**src/rtl/ntt_pkg.sv**
```systemverilog
// Shared constants and types for the ML-KEM NTT control path.
package ntt_pkg;
    localparam int N      = 256;
    localparam int LOG_N  = 8;
    localparam int NLAYER = 7;
    localparam int Q      = 3329;
    localparam int TW_W   = LOG_N;
    localparam int CNT_W  = LOG_N - 1;
    localparam int LAY_W  = 3;

    typedef enum logic [1:0] {IDLE, RUN, FIN} state_t;
    typedef enum logic {NTT_FWD = 1'b0, NTT_INV = 1'b1} mode_t;

    // log2 of the butterfly span for a given issue-order layer
    function automatic logic [2:0] len_log2(input logic [LAY_W-1:0] lay, input mode_t m);
        return (m == NTT_FWD) ? 3'd7 - lay : lay + 3'd1;
    endfunction
endpackage

```
**src/rtl/ntt_bf_index_map.sv**
```systemverilog
// Combinational map from (butterfly index, span log2, mode) to coefficient and twiddle indices.
module ntt_bf_index_map
    import ntt_pkg::*;
(
    input  logic [CNT_W-1:0] c,
    input  logic [2:0]       l,
    input  mode_t            mode,
    output logic [LOG_N-1:0] addr_a,
    output logic [LOG_N-1:0] addr_b,
    output logic [TW_W-1:0]  tw_idx
);
    logic [LOG_N-1:0] cw, g, j, half;
    logic [3:0]       l1;

    always_comb begin
        l1     = {1'b0, l} + 4'd1;
        cw     = {1'b0, c};
        half   = LOG_N'(1) << l;
        g      = cw >> l;
        j      = cw & (half - LOG_N'(1));
        addr_a = (g << l1) | j;
        addr_b = addr_a + half;
        // group g selects the twiddle; forward counts up per layer, inverse counts down
        if (mode == NTT_FWD)
            tw_idx = (TW_W'(1) << (3'd7 - l)) + g;
        else
            tw_idx = (TW_W'(1) << (4'd8 - {1'b0, l})) - TW_W'(1) - g;
    end
endmodule

```
**src/rtl/ntt_twiddle_addr_gen.sv**
```systemverilog
// Walks all ML-KEM NTT / inverse NTT butterflies, one per handshake, with registered outputs.
module ntt_twiddle_addr_gen
    import ntt_pkg::*;
(
    input  logic             clk,
    input  logic             rst,
    input  logic             start,
    input  logic             inv,
    input  logic             bf_ready,
    output logic             bf_valid,
    output logic [LOG_N-1:0] addr_a,
    output logic [LOG_N-1:0] addr_b,
    output logic [TW_W-1:0]  tw_idx,
    output logic [LAY_W-1:0] layer,
    output logic             last,
    output logic             busy,
    output logic             done
);
    localparam logic [CNT_W-1:0] CNT_MAX = CNT_W'(N/2 - 1);
    localparam logic [LAY_W-1:0] LAY_MAX = LAY_W'(NLAYER - 1);

    state_t           state_q, state_d;
    logic [CNT_W-1:0] cnt_q, cnt_d;
    logic [LAY_W-1:0] lay_q, lay_d;
    mode_t            mode_q, mode_d;
    logic             hs, load, fin_hs, last_d;
    logic [LOG_N-1:0] a_d, b_d;
    logic [TW_W-1:0]  tw_d;

    assign hs    = bf_valid && bf_ready;
    assign layer = lay_q;

    always_ff @(posedge clk) begin
        if (rst) state_q <= IDLE;
        else     state_q <= state_d;
    end

    // next state plus the counters of the butterfly to present next
    always_comb begin
        state_d = state_q;
        cnt_d   = cnt_q;
        lay_d   = lay_q;
        mode_d  = mode_q;
        load    = 1'b0;
        fin_hs  = 1'b0;
        case (state_q)
            IDLE: if (start) begin
                state_d = RUN;
                cnt_d   = '0;
                lay_d   = '0;
                mode_d  = mode_t'(inv);
                load    = 1'b1;
            end
            RUN: if (hs) begin
                if (last) begin
                    state_d = FIN;
                    cnt_d   = '0;
                    lay_d   = '0;
                    fin_hs  = 1'b1;
                end else begin
                    load = 1'b1;
                    if (cnt_q == CNT_MAX) begin
                        cnt_d = '0;
                        lay_d = lay_q + LAY_W'(1);
                    end else begin
                        cnt_d = cnt_q + CNT_W'(1);
                    end
                end
            end
            FIN:     state_d = IDLE;
            default: state_d = IDLE;
        endcase
        last_d = (lay_d == LAY_MAX) && (cnt_d == CNT_MAX);
    end

    ntt_bf_index_map u_map (
        .c      (cnt_d),
        .l      (len_log2(lay_d, mode_d)),
        .mode   (mode_d),
        .addr_a (a_d),
        .addr_b (b_d),
        .tw_idx (tw_d)
    );

    always_ff @(posedge clk) begin
        if (rst) begin
            cnt_q    <= '0;
            lay_q    <= '0;
            mode_q   <= NTT_FWD;
            bf_valid <= 1'b0;
            addr_a   <= '0;
            addr_b   <= '0;
            tw_idx   <= '0;
            last     <= 1'b0;
            busy     <= 1'b0;
            done     <= 1'b0;
        end else begin
            cnt_q  <= cnt_d;
            lay_q  <= lay_d;
            mode_q <= mode_d;
            done   <= 1'b0;
            if (load) begin
                bf_valid <= 1'b1;
                busy     <= 1'b1;
                addr_a   <= a_d;
                addr_b   <= b_d;
                tw_idx   <= tw_d;
                last     <= last_d;
            end else if (fin_hs) begin
                bf_valid <= 1'b0;
                busy     <= 1'b0;
                done     <= 1'b1;
                addr_a   <= '0;
                addr_b   <= '0;
                tw_idx   <= '0;
                last     <= 1'b0;
            end
        end
    end
endmodule

```
**config.mk**
```make
export PLATFORM = sky130hd
export DESIGN_NAME = ntt_twiddle_addr_gen
export DESIGN_NICKNAME = d
export VERILOG_FILES = /design/src/rtl/ntt_pkg.sv /design/src/rtl/ntt_bf_index_map.sv /design/src/rtl/ntt_twiddle_addr_gen.sv
export SDC_FILE = /design/constraint.sdc
export NUM_CORES = 1
export LEC_CHECK = 0
export ABC_AREA = 1
export ABC_CLOCK_PERIOD_IN_PS = 7700
export CAP_MARGIN = 10
export CORE_MARGIN = 3
export CORE_UTILIZATION = 38
export CTS_CLUSTER_SIZE = 16
export DETAILED_ROUTE_END_ITERATION = 6
export HOLD_SLACK_MARGIN = 0.12
export SYNTH_ARGS = -nofsm -noshare
export SYNTH_HDL_FRONTEND = slang
export SYNTH_SLANG_ARGS = --single-unit
export TNS_END_PERCENT = 100
```
**constraint.sdc**
```tcl
create_clock -name clk -period 7.7 [get_ports clk]
set_input_delay 2.31 -clock clk [delete_from_list [all_inputs] [get_ports clk]]
set_output_delay 2.31 -clock clk [all_outputs]
set_load 0.01 [all_outputs]
```
==> metrics.cfg <==
[setup_path]
cp_max_fo=17
required_ns=7.90
path_class=in2reg
crit_slowest_cell=clkdlybuf4s50_1
worstSetupEndpointType=register
r2r_start=cnt_q[1]
critPathMaxStageDelay_ns=0.47
critPathLaunch=bf_ready
crit_arrival_ns=7.03
cpMostUsedCell=nand2_1
crit_path_start_kind=input pin
rr_worst_depth=34

[floorplanning]
rows=35
die_area_um2=11000
core_um2=9370
die_h_um=105
die_x_um=105
start_util_pct=39.5
io_pins=36

[clock_network]
cts_buffers=5
cts.sinks=40
clockBufferDepth=2
cts_tree=built
cts_htree_levels=2
cts_resized=0
clk_pin_slew_worst_paths_ns=0.08
hold_buffers=0
cts_root_buffer=clkbuf_8
worstSkewPairLatency_ns=0.30
postCtsSetupBuffers=0

[global_routing]
grt_overflow=0
antenna_found_initial=0
grt_max_degree=21
grt_pass1_vias=3615
grt.total_usage_pct=19.8
grt_first_pass_wirelength_mm=17.9

[routing]
dr.pass1.iters=5
viasPerCell=5.11
drt_iter0_drc=248
dr_wl_met3_um=450
drt_wl_total_mm=10.6
ant_nets=0
route.met2.wl_mm=4.73
drcViolationCount=0
top_layer=met4
wl_per_cell_um=14.1
vias=3866
wl_met1_mm=5.21

[pwr]
finalPower_uw=682
irDropWorstVdd_uv=72.4
leakage_uw=0.00211
powerDensity_nw_per_um2=159

[yosys]
syn-instance-count=595
synth_nets=635
synth_flop_cell=dfxtp_1
yosysUniqueCellTypes=42
synth.largest_area_cell=dfxtp_1
ys_ff_latch=40
synthArstFlopShare_pct=0
yosysSeqAreaShare_pct=21.6
netlist_top_cells_area=dfxtp_1 (22%), nand2_1 (18%), ha_1 (11%), nand3_1 (9.2%), inv_1 (6.6%)
yosysWarningCount=0
synth_top_area_share_pct=21.6
avgSynthCellArea_um2=6.23
syn_area_um2=3710
synth_edf_count=0

[sta]
relSlewSlack_pct=51.4
skew_ns=0.00970
min_period_ns=6.83
final_max_slew_viol_count=0
hold_viol_final=0
rsz0062_at_grt=false
final.setup.tns_ns=0
worstMarginPinSlew_ns=0.729
setup_viol=0
whs_ns=0.455
max_freq_mhz=146
finalCritPeriodShare_pct=88.7

[final_layout]
final_nets=667
final_common_cell=nand2_1
fin_area_um2=4280
drive_gt1_share_pct=10.4
register_area_um2=801
multi_input_area_um2=2510
n_antenna_cell=0
final_cells=756
n_fill_cell=1027
final_cell_mix=nand2_1 (178), nand3_1 (68), inv_1 (65)
area_growth_pct=15.5

[min_path]
min_from=addr_b[7]
min_path_cells=2
hp-class=reg2reg

[job]
drv_cap=0

[placement]
gp_congestion=0.912
place_inst=749
io_buffers=35
post_dp_cell_area_um2=4150
dp_hpwl_mm=8.37

[outcome]
status=complete, no violations

cells in the mapped netlist (all sizes together), types with 2 or more instances:
cell type,number
nand2,197
inv,78
nand3,72
nor2,54
dfxtp,40
o21ai,36
ha,32
a21oi,24
buf,9
nor3,9
nand4,7
clkbuf,5
o31ai,5
xor2,4
fa,3
nand3b,3
or2,3
a32o,2
and2,2
o21bai,2
sequential cells by signal, summed over array words and instances, names as in the netlist:
name and cells:
state_q 2, cnt_q 7, busy 1, mode_q 1, addr_b 8, layer 3, addr_a 8, tw_idx 8
last 1, done 1
path summary, 6_finish.rpt:
| path | to | slack [ns] |
|---|---|---|
| worst max-delay path | addr_b[7] | 0.87 |
| worst min-delay path | addr_b[7] | 0.46 |
| worst max register to register | addr_b[7] | 2.78 |
| worst min register to register | addr_b[7] | 0.46 |
logic make-up after synthesis:
kind of cell / count (synthesis) / share of synthesized area (%)
AO/OA/AOI/OAI: 74 / 11.9
XOR/XNOR: 5 / 1.18
adder cells (fa/ha/maj): 35 / 12.4
buffers and inverters: 93 / 10.7
flip-flops: 40 / 21.6
AND/OR/NAND/NOR: 348 / 42.3
metal layers:
layer  up-vias  global-route usage [%]
li1       1986                       -
met1      1756                    27.5
met2       104                    31.7
met3        20                    2.66
met4         0                    6.56
met5         -                       0
critical path: cells and delay by family:
kind	cells	cell delay (ns)
AOI/OAI and AO/OA	4	0.49
adders and majority gates	4	1.06
xor gates and xnor gates	2	0.39
and+or+nand+nor	18	1.54
buffers and inverters	8	1.19
final cells by class:
| class | count | share of cell area (%) |
|---|---|---|
| multi-input combinational | 462 | 58.6 |
| sequential | 40 | 18.7 |
| timing repair buffer | 39 | 8.89 |
| inverter | 79 | 6.99 |
| tap | 129 | 3.77 |
| clock buffer | 5 | 1.61 |
| clock inverter | 2 | 1.40 |
where the power goes:
| group | switching, uW | leakage, uW | total, uW | internal (uW) |
|---|---|---|---|---|
| registers | 8.36 | 0.000326 | 231 | 222 |
| logic | 154 | 0.00172 | 246 | 92.3 |
| clock network | 77.6 | 0.0000642 | 205 | 128 |
stage by stage:
stage	utilization, %	setup slack [ns]
2_1_floorplan	-	1.48
3_3_place_gp	44.3	0.822
3_5_place_dp	44.3	0.644
4_1_cts	45.7	0.937
5_1_grt	45.7	0.448
6_report	45.7	0.873
Power figures use the tool's default switching activity.
